File: src/rtl/a2d_pkg.sv
// a2d_pkg: shared definitions for the A2D conversion scheduler.
//   - channel codes carried in cmd[13:11]
//   - FSM state encoding
//   - slot2chan(): schedule slot -> channel code
//   - chan2onehot(): channel code -> position in the {torque,brake,curr,batt} set
package a2d_pkg;

    localparam logic [2:0] CH_BATT   = 3'd0;
    localparam logic [2:0] CH_CURR   = 3'd1;
    localparam logic [2:0] CH_BRAKE  = 3'd3;
    localparam logic [2:0] CH_TORQUE = 3'd4;

    localparam int N_CHAN    = 4;
    localparam int BRAKE_IDX = 2;   // brake position in the per-channel register set

    typedef enum logic [2:0] {
        ST_IDLE,
        ST_CMD,
        ST_WAIT1,
        ST_GAP,
        ST_READ,
        ST_WAIT2,
        ST_STORE
    } state_t;

    // Interleaved schedule puts brake on every even slot (brake,batt,brake,curr,brake,torque);
    // the plain schedule is a straight 4-slot rotation.
    function automatic logic [2:0] slot2chan(input logic [2:0] slot, input logic intlv);
        logic [2:0] ch;
        ch = CH_BRAKE;
        if (intlv) begin
            case (slot)
                3'd1:    ch = CH_BATT;
                3'd3:    ch = CH_CURR;
                3'd5:    ch = CH_TORQUE;
                default: ch = CH_BRAKE;
            endcase
        end else begin
            case (slot)
                3'd0:    ch = CH_BATT;
                3'd1:    ch = CH_CURR;
                3'd2:    ch = CH_BRAKE;
                3'd3:    ch = CH_TORQUE;
                default: ch = CH_BATT;
            endcase
        end
        return ch;
    endfunction

    function automatic logic [N_CHAN-1:0] chan2onehot(input logic [2:0] chan);
        logic [N_CHAN-1:0] oh;
        oh = '0;
        case (chan)
            CH_BATT:   oh = 4'b0001;
            CH_CURR:   oh = 4'b0010;
            CH_BRAKE:  oh = 4'b0100;
            CH_TORQUE: oh = 4'b1000;
            default:   oh = '0;
        endcase
        return oh;
    endfunction

endpackage

File: src/rtl/a2d_scheduler_if.sv
// a2d_scheduler_if: request/response link between the scheduler and the SPI master.
//   snd  : one-cycle start pulse (scheduler -> SPI master)
//   cmd  : 16-bit command word  (scheduler -> SPI master)
//   done : one-cycle completion pulse (SPI master -> scheduler)
//   resp : 16-bit response word, valid with done (SPI master -> scheduler)
interface a2d_scheduler_if;
    logic        snd;
    logic [15:0] cmd;
    logic        done;
    logic [15:0] resp;

    modport master (output snd, output cmd, input done, input resp);
    modport slave  (input snd, input cmd, output done, output resp);
endinterface

File: src/rtl/a2d_scheduler.sv
// a2d_scheduler: paced sequencer for the shared 4-channel A2D SPI path.
// Each conversion sends the channel command twice (the first reply is stale
// and discarded), then latches the second reply into the slot's channel register.
// Ports:
//   clk, rst          : clock, synchronous active-high reset
//   spi (master)      : snd/cmd out, done/resp in
//   batt/curr/brake/torque : latest 12-bit readings
//   upd               : one-cycle one-hot update strobe {torque,brake,curr,batt}
//   brake_n           : registered, 0 while brake < 12'h800
//   err               : sticky transaction-timeout flag
module a2d_scheduler
    import a2d_pkg::*;
#(
    parameter int FAST_SIM   = 0,
    parameter int PERIOD     = 4096,
    parameter int PERIOD_SIM = 64,
    parameter int BRK_INTLV  = 1,
    parameter int TMO_CYC    = 1023
) (
    input  logic                clk,
    input  logic                rst,
    a2d_scheduler_if.master     spi,
    output logic [11:0]         batt,
    output logic [11:0]         curr,
    output logic [11:0]         brake,
    output logic [11:0]         torque,
    output logic [N_CHAN-1:0]   upd,
    output logic                brake_n,
    output logic                err
);

    localparam int               P         = (FAST_SIM != 0) ? PERIOD_SIM : PERIOD;
    localparam int               IV_W      = $clog2(P) + 1;
    localparam logic [IV_W-1:0]  IV_TERM   = IV_W'(P - 1);
    localparam int               WT_W      = $clog2(TMO_CYC) + 1;
    localparam logic [WT_W-1:0]  WT_TERM   = WT_W'(TMO_CYC - 1);
    localparam logic             INTLV     = (BRK_INTLV != 0);
    localparam logic [2:0]       SLOT_LAST = INTLV ? 3'd5 : 3'd3;

    state_t             r_state, w_state_next;
    logic [IV_W-1:0]    r_iv_cnt, w_iv_next;
    logic [WT_W-1:0]    r_wt_cnt, w_wt_next;
    logic [2:0]         r_slot, w_slot_next, w_slot_adv;
    logic [15:0]        r_cmd, w_cmd_next;
    logic [11:0]        r_hold, w_hold_next;
    logic [11:0]        r_chan [N_CHAN];
    logic [N_CHAN-1:0]  r_upd, w_upd_sel, w_ch_we;
    logic               r_brake_n, r_err;
    logic               w_store, w_tmo;

    assign w_slot_adv = (r_slot == SLOT_LAST) ? 3'd0 : r_slot + 3'd1;
    assign w_upd_sel  = chan2onehot(r_cmd[13:11]);

    // Next-state / datapath decode
    always_comb begin
        w_state_next = r_state;
        w_iv_next    = r_iv_cnt;
        w_wt_next    = r_wt_cnt;
        w_slot_next  = r_slot;
        w_cmd_next   = r_cmd;
        w_hold_next  = r_hold;
        w_store      = 1'b0;
        w_tmo        = 1'b0;
        case (r_state)
            ST_IDLE: begin
                if (r_iv_cnt == IV_TERM) begin
                    w_state_next = ST_CMD;
                    w_iv_next    = '0;
                    w_cmd_next   = {2'b00, slot2chan(r_slot, INTLV), 11'h000};
                end else begin
                    w_iv_next = r_iv_cnt + 1'b1;
                end
            end
            ST_CMD: begin
                w_state_next = ST_WAIT1;
                w_wt_next    = '0;
            end
            ST_WAIT1, ST_WAIT2: begin
                // done has priority over an expiring wait counter
                if (spi.done) begin
                    if (r_state == ST_WAIT2) begin
                        w_hold_next  = spi.resp[11:0];
                        w_state_next = ST_STORE;
                    end else begin
                        w_state_next = ST_GAP;
                    end
                end else if (r_wt_cnt == WT_TERM) begin
                    w_tmo        = 1'b1;
                    w_slot_next  = w_slot_adv;
                    w_state_next = ST_IDLE;
                end else begin
                    w_wt_next = r_wt_cnt + 1'b1;
                end
            end
            ST_GAP:  w_state_next = ST_READ;    // lets SS_n deassert between frames
            ST_READ: begin
                w_state_next = ST_WAIT2;
                w_wt_next    = '0;
            end
            ST_STORE: begin
                w_store      = 1'b1;
                w_slot_next  = w_slot_adv;
                w_state_next = ST_IDLE;
            end
            default: w_state_next = ST_IDLE;
        endcase
    end

    // FSM state register
    always_ff @(posedge clk) begin
        if (rst) r_state <= ST_IDLE;
        else     r_state <= w_state_next;
    end

    // Counters, slot pointer, command and holding registers
    always_ff @(posedge clk) begin
        if (rst) begin
            r_iv_cnt <= '0;
            r_wt_cnt <= '0;
            r_slot   <= '0;
            r_cmd    <= '0;
            r_hold   <= '0;
            r_err    <= 1'b0;
        end else begin
            r_iv_cnt <= w_iv_next;
            r_wt_cnt <= w_wt_next;
            r_slot   <= w_slot_next;
            r_cmd    <= w_cmd_next;
            r_hold   <= w_hold_next;
            r_err    <= r_err | w_tmo;
        end
    end

    for (genvar gi = 0; gi < N_CHAN; gi++) begin : g_we
        assign w_ch_we[gi] = w_store & w_upd_sel[gi];
    end

    // Channel registers, update strobe and derived brake_n
    always_ff @(posedge clk) begin
        if (rst) begin
            for (int i = 0; i < N_CHAN; i++) r_chan[i] <= '0;
            r_upd     <= '0;
            r_brake_n <= 1'b0;
        end else begin
            for (int i = 0; i < N_CHAN; i++) begin
                if (w_ch_we[i]) r_chan[i] <= r_hold;
            end
            r_upd     <= w_ch_we;
            r_brake_n <= (r_chan[BRAKE_IDX] >= 12'h800);
        end
    end

    assign spi.snd = (r_state == ST_CMD) || (r_state == ST_READ);
    assign spi.cmd = r_cmd;
    assign batt    = r_chan[0];
    assign curr    = r_chan[1];
    assign brake   = r_chan[2];
    assign torque  = r_chan[3];
    assign upd     = r_upd;
    assign brake_n = r_brake_n;
    assign err     = r_err;

endmodule
File: src/flat_wrapper.sv
// flat-port wrapper written by rule: the top's interface ports become plain ports
module a2d_scheduler_flat import a2d_pkg::*;
#(
    parameter int FAST_SIM   = 0,
    parameter int PERIOD     = 4096,
    parameter int PERIOD_SIM = 64,
    parameter int BRK_INTLV  = 1,
    parameter int TMO_CYC    = 1023
)
  (clk, rst, batt, curr, brake, torque, upd, brake_n, err, spi_snd, spi_cmd, spi_done, spi_resp);
  a2d_scheduler_if spi_i ();
  input  logic clk;
  input  logic rst;
  output logic [11:0] batt;
  output logic [11:0] curr;
  output logic [11:0] brake;
  output logic [11:0] torque;
  output logic [N_CHAN-1:0] upd;
  output logic brake_n;
  output logic err;
  output wire logic [$bits(spi_i.snd)-1:0] spi_snd;
  output wire logic [$bits(spi_i.cmd)-1:0] spi_cmd;
  input wire logic [$bits(spi_i.done)-1:0] spi_done;
  input wire logic [$bits(spi_i.resp)-1:0] spi_resp;
  assign spi_snd = spi_i.snd;
  assign spi_cmd = spi_i.cmd;
  assign spi_i.done = spi_done;
  assign spi_i.resp = spi_resp;
  a2d_scheduler #(.FAST_SIM(FAST_SIM), .PERIOD(PERIOD), .PERIOD_SIM(PERIOD_SIM), .BRK_INTLV(BRK_INTLV), .TMO_CYC(TMO_CYC)) u_core (.clk(clk), .rst(rst), .spi(spi_i), .batt(batt), .curr(curr), .brake(brake), .torque(torque), .upd(upd), .brake_n(brake_n), .err(err));
endmodule
File: config.mk
export PLATFORM = sky130hd
export DESIGN_NAME = a2d_scheduler_flat
export DESIGN_NICKNAME = d
export VERILOG_FILES = /design/src/rtl/a2d_pkg.sv /design/src/rtl/a2d_scheduler_if.sv /design/src/rtl/a2d_scheduler.sv /design/src/flat_wrapper.sv
export SDC_FILE = /design/constraint.sdc
export NUM_CORES = 1
export LEC_CHECK = 0
export BUFFER_PORTS_ARGS = -buffer_cell sky130_fd_sc_hd__buf_2
export CORE_ASPECT_RATIO = 0.6
export CORE_MARGIN = 3
export CORE_UTILIZATION = 25
export CTS_CLUSTER_DIAMETER = 50
export CTS_CLUSTER_SIZE = 25
export DETAILED_ROUTE_END_ITERATION = 12
export SLEW_MARGIN = 30
export SYNTH_ARGS = -nofsm -noshare
export SYNTH_HDL_FRONTEND = slang
export SYNTH_SLANG_ARGS = --single-unit
File: constraint.sdc
create_clock -name clk -period 3.3 [get_ports clk]
set_clock_uncertainty 0.15 [all_clocks]
set_input_delay 0 -clock clk [delete_from_list [all_inputs] [get_ports clk]]
set_output_delay 0 -clock clk [all_outputs]
set_load 0.02 [all_outputs]
==> results by group <==
Floorplanning
  – Initial Util: 25.70%
  – Die area: 0.01845 mm2
  – Die height: 106.4 um
  – Die Width: 173.4 um
  – Top-level I/O count: 90
  – Cell Rows: 36
  – Core area: 0.01635 mm2

Drt
  – DR iter-0 viols: 217
  – DRT Pass-1 Iters: 4
  – Via count: 3098
  – Wire length per cell: 14.44 um
  – WL final: 10250 um
  – Vias per inst: 4.363
  – Number of remaining DRC errors: 0
  – Antenna-violating nets left: 0

Finish
  – Layout cells sized above 1: 20.58%
  – Fill cell count: 1687
  – Layout area overhead: 23.85%
  – Final core occ: 31.83%
  – Final #Nets: 498

Yosys
  – Mapped Cells: 398
  – Mapped cell area: 0.004203 mm2
  – Register area share after synthesis: 58.59%
  – Synth top area cells: edfxtp_1 (34%), dfxtp_1 (24%), and2_1 (7.3%), nand2_1 (3.8%), a21oi_1 (3.5%)
  – Synth warn: 0
  – Async SR Flop Fraction: 0%
  – Top-area cell type share of the netlist area: 34.30%
  – Post-synth EDFFs: 48
  – Synth unique cells: 52
  – Top FF cell, synth: dfxtp_1
  – Post-synthesis register bit count: 99
  – Post-synth top area cell: edfxtp_1
  – Syn Area/Cell: 10.56 um2

Placement
  – DP Wirelength: 7487 um
  – IO buf count: 72
  – Placer Congestion: 0.8266

Timing
  – Worst Tran Pin Value: 0.7857 ns
  – Setup repair after global routing missed its margin: no
  – Crit share post-route: 80.18%
  – Setup-failing EPs final: 0
  – F_max: 377.9 MHz
  – Fin. Hold Viols: 0
  – Total negative slack: 0 ns
  – Slew headroom: 47.27%
  – Post-route minimum period: 2.646 ns
  – Max Transition Viols Final: 0

Power
  – Clock share of power: 43.3%
  – Comb power frac: 5.4%
  – Pwr Density: 496.1 mW/mm2
  – P_sw: 562.8 uW
  – Sequential power share: 51.3%
  – Maximum vdd drop: 0.0002534 V
  – Internal: 2019 uW
  – Switch share: 21.80%
  – Leakage power: 0.001915 uW

Outcome
  – Status: completed

Clock tree
  – CTS clock-pin slew for the worst setup and hold paths: 0.07 ns
  – Inserted Clock Buffers: 9
  – CTS tree: done
  – Resized cells post-CTS: 0
  – CTS Buffer Depth: 2
  – Later-pin clock latency in the skew report: 0.35 ns
  – H-tree Lvls: 3
  – Clk sinks: 99
  – Clk Tree Root Cell: clkbuf_16

Hold path
  – Hold Path Class: primary input to flip-flop

Run
  – Max-cap violations: 0

Setup path
  – Req. time, crit path: 3.35 ns
  – Worst Setup Path Type: flip-flop to flip-flop
  – CP max FO: 15
  – Setup crit start kind: flip-flop
  – Worst EP arrival: 2.70 ns
  – FF-to-FF setup slack: 0.65 ns
  – CP Capture Type: flip-flop

Global route
  – Initial antenna violation count: 0
  – Total gr overflow: 0
  – Total GRT Usage: 11.39%
  – First-pass GRT wire length: 16360 um
  – Vias in the first global route: 2986
  – Largest net degree at the start of global routing: 31
[worst max-delay path, cell delays in order, from the launching register on]
cell and delay [ns]:
dfxtp_1 0.43, or3_1 0.55, or4_4 0.59, o21ai_1 0.66, nor2_1 0.11
[layout by cell type, fill, tap and decap left out, types with 3 or more instances in the layout]
cell type      Yosys  routed
a21oi_1           29      29
and2_1            49      49
buf_2              1      72
buf_4             13       4
clkbuf_16          0       9
conb_1             1      13
dfxtp_1           51      51
dlygate4sd3_1      0      14
edfxtp_1          48      48
ha_1               3       3
inv_1             12      12
mux2i_1            4       4
nand2_1           43      43
nand2b_1           5       5
nand3_1            8       8
nand3b_1           3       3
nand4_1            8       8
nor2_1            18      18
nor2b_1            3       3
nor3_1            11      10
nor4_1             5       4
o21ai_0            6       6
o31ai_1            6       6
or3_1              5       5
or4_1              6       6
xnor2_1            7       7
xor2_1             3       3
[synth_stat cells (4+ instances only)]
cell type,count
buf_4,13
nor2_1,18
and2_1,49
nand3_1,8
nor3_1,11
or4_1,6
nand2_1,43
a21oi_1,29
xnor2_1,7
clkbuf_1,20
o21ai_0,6
nor4_1,5
o31ai_1,6
edfxtp_1,48
inv_1,12
or3_1,5
nand4_1,8
nand2b_1,5
dfxtp_1,51
mux2i_1,4
[cell families (layout without fill, tap and decap cells)]
group                    Yosys count  in the layout  share of synthesized area, %
AO/OA/AOI/OAI                     59             59                         8.961
flip-flops                        99             99                         58.59
other                              1             14                       0.08923
multiplexers                       5              5                         1.221
AND/OR/NAND/NOR                  174            174                         22.60
buffers and inverters             47            118                         5.567
adder cells (fa/ha/maj)            3              3                        0.8932
XOR/XNOR                          10             10                         2.084
[power groups by stage]
stage	sequential, uW	clock [uW]	combinational [uW]
after floorplan	1390	0	57.1
after global placement	1350	0	127
after detailed placement	1350	0	128
after CTS	1330	1140	141
after global routing	1330	1200	152
final	1320	1120	140
[routing by layer]
layer | up-vias | routed length [um] | global-route usage [%]
met5 | - | 0 | 0
met4 | 0 | 102 | 3.468
met3 | 7 | 609 | 3.640
met2 | 81 | 4173 | 15.51
met1 | 1481 | 5365 | 16.90
li1 | 1529 | - | -
[final timing paths]
check                                      endpoint  cells past startpoint           startpoint
worst min register to register  u_core.r_iv_cnt[12]                      1  u_core.r_iv_cnt[12]
worst max register to register   u_core.r_iv_cnt[5]                      4    u_core.r_state[0]
worst min-delay path               u_core.r_hold[5]                      4          spi_resp[5]
worst max-delay path             u_core.r_iv_cnt[5]                      4    u_core.r_state[0]
[metrics by stage]
| stage | total power [uW] | area, um2 | hold WS [ns] | setup slack [ns] | cells |
|---|---|---|---|---|---|
| final | 2582 | 5205 | 0.3020 | 0.6540 | 710 |
| after global placement | 1479 | 4741 | 0.1038 | 0.7813 | 679 |
| after global routing | 2675 | 5202 | 0.3061 | 0.4706 | 709 |
| after floorplan | 1444 | 4248 | -0.01403 | 0.8261 | 410 |
| after CTS | 2608 | 5197 | 0.2922 | 0.6232 | 709 |
| after detailed placement | 1481 | 4741 | 0.1017 | 0.6368 | 679 |
[area by class of cell]
class / count / area [um2] / share of cell area (%)
diodes: 1 / 2.502 / 0.04808
clock buffers: 9 / 225.2 / 4.327
clock inverters: 7 / 91.34 / 1.755
inverters: 12 / 45.04 / 0.8654
multi-input cells: 264 / 1563 / 30.02
flip-flops and latches: 99 / 2462 / 47.31
well taps: 228 / 285.3 / 5.481
repair buffers: 90 / 530.5 / 10.19
[flip-flops by register name, indices dropped and copies added, names as in the netlist]
signal,count
u_core.r_iv_cnt,13
u_core.r_hold,12
u_core.brake_n,1
u_core.r_wt_cnt,11
u_core.err,1
u_core.r_state,3
u_core.r_chan,48
u_core.spi.cmd,3
u_core.upd,4
u_core.r_slot,3
[timing repair]
item,4_1_cts,5_1_grt
buffers inserted,0,0
endpoints found under the hold margin,16,0
hold buffers,14,0
setup endpoints to repair,0,0
No activity file was read; power rests on OpenSTA's default activity.
